`config.mk`:
```
export PLATFORM = sky130hd
export DESIGN_NAME = fnd_scan_ctrl
export DESIGN_NICKNAME = d
export VERILOG_FILES = /design/src/rtl/fnd_pkg.sv /design/src/rtl/bin2bcd_seq.sv /design/src/rtl/fnd_scan_ctrl.sv
export SDC_FILE = /design/constraint.sdc
export NUM_CORES = 1
export LEC_CHECK = 0
export CORE_MARGIN = 2
export CORE_UTILIZATION = 55
export CTS_BUF_LIST = sky130_fd_sc_hd__clkbuf_16
export CTS_CLUSTER_SIZE = 16
export DETAILED_ROUTE_END_ITERATION = 8
export PLACE_DENSITY = 0.85
export SETUP_SLACK_MARGIN = 0.15
export SLEW_MARGIN = 10
export SYNTH_ARGS = -nofsm -noshare
export SYNTH_HDL_FRONTEND = slang
export SYNTH_SLANG_ARGS = --single-unit
```
`constraint.sdc`:
```
create_clock -name i_Clk -period 2.05 [get_ports i_Clk]
set_input_delay 0.205 -clock i_Clk [delete_from_list [all_inputs] [get_ports i_Clk]]
set_output_delay 0.205 -clock i_Clk [all_outputs]
set_load 0.01 [all_outputs]
```
`src/rtl/fnd_pkg.sv`:
```
// Shared definitions for the FND display path (scan controller and decoder).
// Holds the digit geometry, the 4-digit clamp value and small digit helpers.
package fnd_pkg;

    localparam int unsigned DIGITS  = 4;
    localparam int unsigned BCD_W   = 4;
    localparam int unsigned DISP_W  = DIGITS * BCD_W;
    localparam logic [13:0] MAX_VAL = 14'd9999;

    typedef logic [1:0] digit_idx_t;

    // Pick one BCD nibble out of a packed 4-digit value
    function automatic logic [BCD_W-1:0] bcd_digit(input logic [DISP_W-1:0] bcd,
                                                   input digit_idx_t        idx);
        logic [BCD_W-1:0] nib;
        nib = '0;
        unique case (idx)
            2'd0: nib = bcd[3:0];
            2'd1: nib = bcd[7:4];
            2'd2: nib = bcd[11:8];
            2'd3: nib = bcd[15:12];
            default: nib = '0;
        endcase
        return nib;
    endfunction

    // A digit is visible if it is the ones digit or any digit at or above it is non-zero
    function automatic logic digit_visible(input logic [DISP_W-1:0] bcd,
                                           input digit_idx_t        idx);
        logic vis;
        vis = (idx == 2'd0);
        for (int i = 0; i < DIGITS; i++) begin
            if (i >= int'(idx) && bcd[i*BCD_W +: BCD_W] != '0) begin
                vis = 1'b1;
            end
        end
        return vis;
    endfunction

endpackage

```
`src/rtl/bin2bcd_seq.sv`:
```
// Sequential double-dabble converter: one add-3/shift step per clock, VAL_W steps
// per conversion. o_Done and o_Bcd are valid during the final shift cycle so the
// caller can capture the finished result on the same edge that o_Busy falls.
module bin2bcd_seq
    import fnd_pkg::*;
#(
    parameter int unsigned VAL_W = 14
) (
    input  logic              i_Clk,
    input  logic              i_Reset_n,
    input  logic              i_Start,
    input  logic [VAL_W-1:0]  i_Bin,
    output logic              o_Busy,
    output logic              o_Done,
    output logic [DISP_W-1:0] o_Bcd
);

    localparam int unsigned CNT_W = $clog2(VAL_W);

    typedef enum logic [0:0] {StIdle, StShift} state_e;

    state_e              state_q;
    logic [CNT_W-1:0]    cnt_q;
    logic [VAL_W-1:0]    bin_q;
    logic [DISP_W-1:0]   bcd_q;
    logic [DISP_W-1:0]   bcd_adj;
    logic [DISP_W-1:0]   bcd_shift;
    logic                last_step;

    // Add-3 correction on every nibble >= 5, then shift in the next binary MSB
    always_comb begin
        bcd_adj = bcd_q;
        for (int i = 0; i < DIGITS; i++) begin
            if (bcd_q[i*BCD_W +: BCD_W] >= 4'd5) begin
                bcd_adj[i*BCD_W +: BCD_W] = bcd_q[i*BCD_W +: BCD_W] + 4'd3;
            end
        end
        bcd_shift = {bcd_adj[DISP_W-2:0], bin_q[VAL_W-1]};
        last_step = (state_q == StShift) && (cnt_q == CNT_W'(VAL_W - 1));
    end

    assign o_Done = last_step;
    assign o_Bcd  = bcd_shift;

    // Conversion FSM: capture on start, shift VAL_W times, drop busy on the last shift
    always_ff @(posedge i_Clk or negedge i_Reset_n) begin
        if (!i_Reset_n) begin
            state_q <= StIdle;
            cnt_q   <= '0;
            bin_q   <= '0;
            bcd_q   <= '0;
            o_Busy  <= 1'b0;
        end else begin
            unique case (state_q)
                StIdle: begin
                    if (i_Start) begin
                        bin_q   <= i_Bin;
                        bcd_q   <= '0;
                        cnt_q   <= '0;
                        o_Busy  <= 1'b1;
                        state_q <= StShift;
                    end
                end
                StShift: begin
                    bcd_q <= bcd_shift;
                    bin_q <= {bin_q[VAL_W-2:0], 1'b0};
                    cnt_q <= cnt_q + 1'b1;
                    if (last_step) begin
                        o_Busy  <= 1'b0;
                        state_q <= StIdle;
                    end
                end
                default: state_q <= StIdle;
            endcase
        end
    end

endmodule

```
`src/rtl/fnd_scan_ctrl.sv`:
```
// Front end of the BCD-to-FND decoder: clamps and converts a binary value to four
// BCD digits, holds the result and scans it one digit per prescaled tick.
// Optional macro LEADING_ZERO_BLANK_EN blanks digits above the most significant
// non-zero digit (the ones digit always shows).
module fnd_scan_ctrl
    import fnd_pkg::*;
#(
    parameter int unsigned SCAN_DIV = 50000,
    parameter int unsigned VAL_W    = 14
) (
    input  logic             i_Clk,
    input  logic             i_Reset_n,
    input  logic             i_Load,
    input  logic [VAL_W-1:0] i_Bin,
    input  logic             i_Enable,
    output logic             o_Busy,
    output logic             o_Overflow,
    output logic             o_En,
    output logic [1:0]       o_DigitSelect,
    output logic [BCD_W-1:0] o_Value
);

    localparam int unsigned PRE_W = $clog2(SCAN_DIV);

    logic [PRE_W-1:0]  presc_q, presc_d;
    logic              scan_tick;
    digit_idx_t        digit_q, digit_d;
    logic [DISP_W-1:0] disp_q, disp_d;
    logic              ovf_q;
    logic              en_q, en_d;
    logic [BCD_W-1:0]  value_q, value_d;
    logic              load_ok;
    logic              too_big;
    logic [VAL_W-1:0]  bin_clamped;
    logic              eng_busy;
    logic              eng_done;
    logic [DISP_W-1:0] eng_bcd;

    assign too_big     = (i_Bin > VAL_W'(MAX_VAL));
    assign bin_clamped = too_big ? VAL_W'(MAX_VAL) : i_Bin;
    assign load_ok     = i_Load && !eng_busy;

    bin2bcd_seq #(
        .VAL_W (VAL_W)
    ) u_bin2bcd (
        .i_Clk     (i_Clk),
        .i_Reset_n (i_Reset_n),
        .i_Start   (load_ok),
        .i_Bin     (bin_clamped),
        .o_Busy    (eng_busy),
        .o_Done    (eng_done),
        .o_Bcd     (eng_bcd)
    );

    // Next-state for prescaler, digit counter, display register and scan outputs
    always_comb begin
        scan_tick = (presc_q == PRE_W'(SCAN_DIV - 1));
        presc_d   = scan_tick ? '0 : presc_q + 1'b1;
        digit_d   = scan_tick ? digit_q + 2'd1 : digit_q;
        // Display only moves on completion, so a half-shifted value is never visible
        disp_d    = eng_done ? eng_bcd : disp_q;
        // Outputs are built from next-state so select, value and enable stay aligned
        value_d   = bcd_digit(disp_d, digit_d);
`ifdef LEADING_ZERO_BLANK_EN
        en_d      = i_Enable && digit_visible(disp_d, digit_d);
`else
        en_d      = i_Enable;
`endif
    end

    // Scan timing: prescaler and digit counter
    always_ff @(posedge i_Clk or negedge i_Reset_n) begin
        if (!i_Reset_n) begin
            presc_q <= '0;
            digit_q <= '0;
        end else begin
            presc_q <= presc_d;
            digit_q <= digit_d;
        end
    end

    // Display register and overflow flag
    always_ff @(posedge i_Clk or negedge i_Reset_n) begin
        if (!i_Reset_n) begin
            disp_q <= '0;
            ovf_q  <= 1'b0;
        end else begin
            disp_q <= disp_d;
            if (load_ok) begin
                ovf_q <= too_big;
            end
        end
    end

    // Registered decoder-facing outputs
    always_ff @(posedge i_Clk or negedge i_Reset_n) begin
        if (!i_Reset_n) begin
            value_q <= '0;
            en_q    <= 1'b0;
        end else begin
            value_q <= value_d;
            en_q    <= en_d;
        end
    end

    assign o_Busy        = eng_busy;
    assign o_Overflow    = ovf_q;
    assign o_En          = en_q;
    assign o_DigitSelect = digit_q;
    assign o_Value       = value_q;

endmodule
```
==> run metrics <==
status finished, final reports clean; Mapped Cells 423; clock sinks 76; Mapped Nets 452; placed cell count 544; vias 3489; WP data required 2280 ps; DP Area between 4000 and 5000 um^2; headroom to the max-slew limit 47.45%; Critical Path AT 2220 ps; post-synthesis cell area 3913 um^2; final net count about 500; fin crit share 97.08%; GP Congestion about 0.9; min-delay worst type in2reg; Max clock buf depth 2; Most used DFF post-synth dfrtp_1; crit path from u_bin2bcd.bcd_q[5]; Yosys Warn Count 0; Slowest cell on crit path dfrtp_1; Startpoint Class register; Final Hold Viols 0; H-tree Lvls 3; worst reg2reg startpoint u_bin2bcd.bcd_q[5]; RSZ-0062 raised after global routing yes; Crit Path Max Fanout 4; fmax between 0.5 and 0.6 GHz; vias in the first global route 3429; Final Skew 5.784 ps; # diodes 0; Post-synth EDFFs 0; most numerous cell in the Yosys netlist dfrtp_1; largest net degree at the start of global routing 35; CTS tree built; Leakage ~0.0022 uW; PortBufs 26; final setup fails 0; final cell count without fillers 576; Pre-Repair DR Iteration Count 5; grt ovf 0; Tmin final between 1500 and 2000 ps; DR iter-0 viols 237; crit-path cells inv_1 > ha_1 > nand2b_4 > a211oi_2 > a2111oi_4 > o22a_1 > o221ai_1 > a22oi_1; post-DP HPWL 6.150 mm; Synth area leaders dfrtp_1 (49%), nand2_1 (5.3%), nor2_1 (4.2%); Hold Startpoint i_Enable; #FFs+latches synth 76; dominant cell type by area after synthesis dfrtp_1; die extent in x 88.34 um; Die Ht ~90 um; worst-skew pair later-pin latency 340 ps; CTS Buf Count 9; Die ar. roughly 7800 um^2; async set or reset register ratio after synthesis 100.0%; Finished Cell Area 5049 um^2; GRT Overall Usage 27.00%; Post-Route WL 10.23 mm; post-synth top area share about half; Slew Viols, Final 0; share of cells above drive strength 1 20.63%; DR WL/cell 17.75 um; clk root buf clkbuf_16; VDD IR max 0.7514 mV; Synth Area per Inst 9.249 um^2; num rows 30; critical path class reg2reg; Core ar. 6832 um^2; PD cells 1476 nW/um^2; CP peak stage delay 400 ps; DR DRC count 0; Distinct cells, synth 53; antenna viol nets, final 0; drt via density 6.057; first-pass GRT wire length ~16 mm; top cells by count, synth dfrtp_1 (76), nand2_1 (55), nor2_1 (44), o21ai_0 (29), inv_1 (19); CTS clk-pin slew, worst paths ~60 ps; Initial Util 57.27%; nature of the critical path endpoint register; max-cap violations 0; initial antenna violation count 0; I/O Pins 27; post-synthesis sequential area ratio between 40 and 50%; Core Util, Final 73.90%; worst slew pin tran 787.4 ps; Area Growth Syn to Fin 29.04%
metal layers:
metal  part of all wire, %  track usage, %  up-vias
li1                      -               -     1599
met1                    41           34.49     1698
met2                    50           45.32      162
met3                   5.5           3.078       30
met4                   2.9           14.19        0
met5                     0               0        -
final cells by class:
cell class	instances	area, um^2
Clock buffer	9	225.2
Clock inverter	7	58.81
Fill cell	454	1783
Inverter	19	71.32
Multi-Input combinational cell	307	2097
Sequential cell	76	1906
Tap cell	96	120.1
Timing Repair Buffer	62	570.5
repair_timing:
item | in CTS | in global routing
endpoints found under the hold margin | 23 | 0
resized for setup | 33 | 29
endpoints found under the setup margin | 3 | 4
hold buffers | 1 | 0
pin swaps | 15 | 14
setup buffers | 7 | 7
cloned | 1 | 0
kinds of logic after synthesis:
| kind of cell | Yosys count | synth area share (%) |
|---|---|---|
| AO/OA/AOI/OAI | 102 | 17.11 |
| XOR/XNOR | 18 | 4.029 |
| adder cells (fa/ha/maj) | 11 | 3.518 |
| buffers and inverters | 41 | 4.445 |
| flip-flops | 76 | 48.61 |
| multiplexers | 4 | 1.215 |
| AND/OR/NAND/NOR | 171 | 21.08 |
worst paths after layout:
kind | slack, ps | depth (start not counted) | end
setup / recovery | 60 | 8 | o_Value[1]
max in group asynchronous | 1160 | 3 | u_bin2bcd.bin_q[0]
hold reg to reg | 480 | 2 | o_Overflow
setup reg to reg | 60 | 8 | o_Value[1]
hold / removal | 310 | 1 | o_En
min in group asynchronous | 320 | 2 | u_bin2bcd.bcd_q[14]
report_power, final:
part           leakage (uW)  switching [uW]  total [uW]  internal (uW)
Clock              0.000141             604        1530            924
Sequential         0.000960             474        2490           2020
Combinational       0.00111            1830        3430           1600
flip-flops by register name, summed over array words and instances (netlist names):
| signal | count |
|---|---|
| presc_q | 16 |
| u_bin2bcd.o_Busy | 1 |
| disp_q | 16 |
| o_En | 1 |
| u_bin2bcd.bcd_q | 16 |
| u_bin2bcd.state_q | 1 |
| o_Overflow | 1 |
| o_DigitSelect | 2 |
| u_bin2bcd.cnt_q | 4 |
| u_bin2bcd.bin_q | 14 |
| o_Value | 4 |
worst max-delay path, delay by kind of cell, from the launching register on:
family,cells,cell delay (ps)
simple gates,1,160
fa+ha+maj,1,200
buf+inv,1,160
compound gates,5,980
flops,1,400
layout by cell type (no fill, tap or decap), types with 5 or more instances in the layout:
| master | n |
|---|---|
| inv_2 | 5 |
| ha_1 | 5 |
| o31ai_1 | 12 |
| clkbuf_16 | 9 |
| a21oi_1 | 13 |
| nor3_1 | 14 |
| and3_1 | 7 |
| nor2_1 | 44 |
| o22ai_1 | 9 |
| buf_4 | 30 |
| dfrtp_1 | 73 |
| nand2b_1 | 5 |
| nand3_1 | 16 |
| xor2_1 | 12 |
| inv_1 | 15 |
| clkdlybuf4s50_1 | 25 |
| nand2_1 | 55 |
| xnor2_1 | 6 |
| ha_4 | 5 |
| o21ai_0 | 26 |
| a31oi_1 | 7 |
through the flow:
stage / setup slack (ps) / setup TNS [ps] / power (uW) / hold WS, ps
2_1_floorplan: 188.0 / 0 / 4148 / -90.59
3_3_place_gp: -13.52 / -13.52 / 4810 / 133.5
3_5_place_dp: -79.11 / -166.4 / 4964 / 135.8
4_1_cts: 141.2 / 0 / 6872 / 303.9
5_1_grt: 26.94 / 0 / 7890 / 328.2
6_report: 59.86 / 0 / 7454 / 310.3
Note: power is estimated with default switching activity, not from simulation.
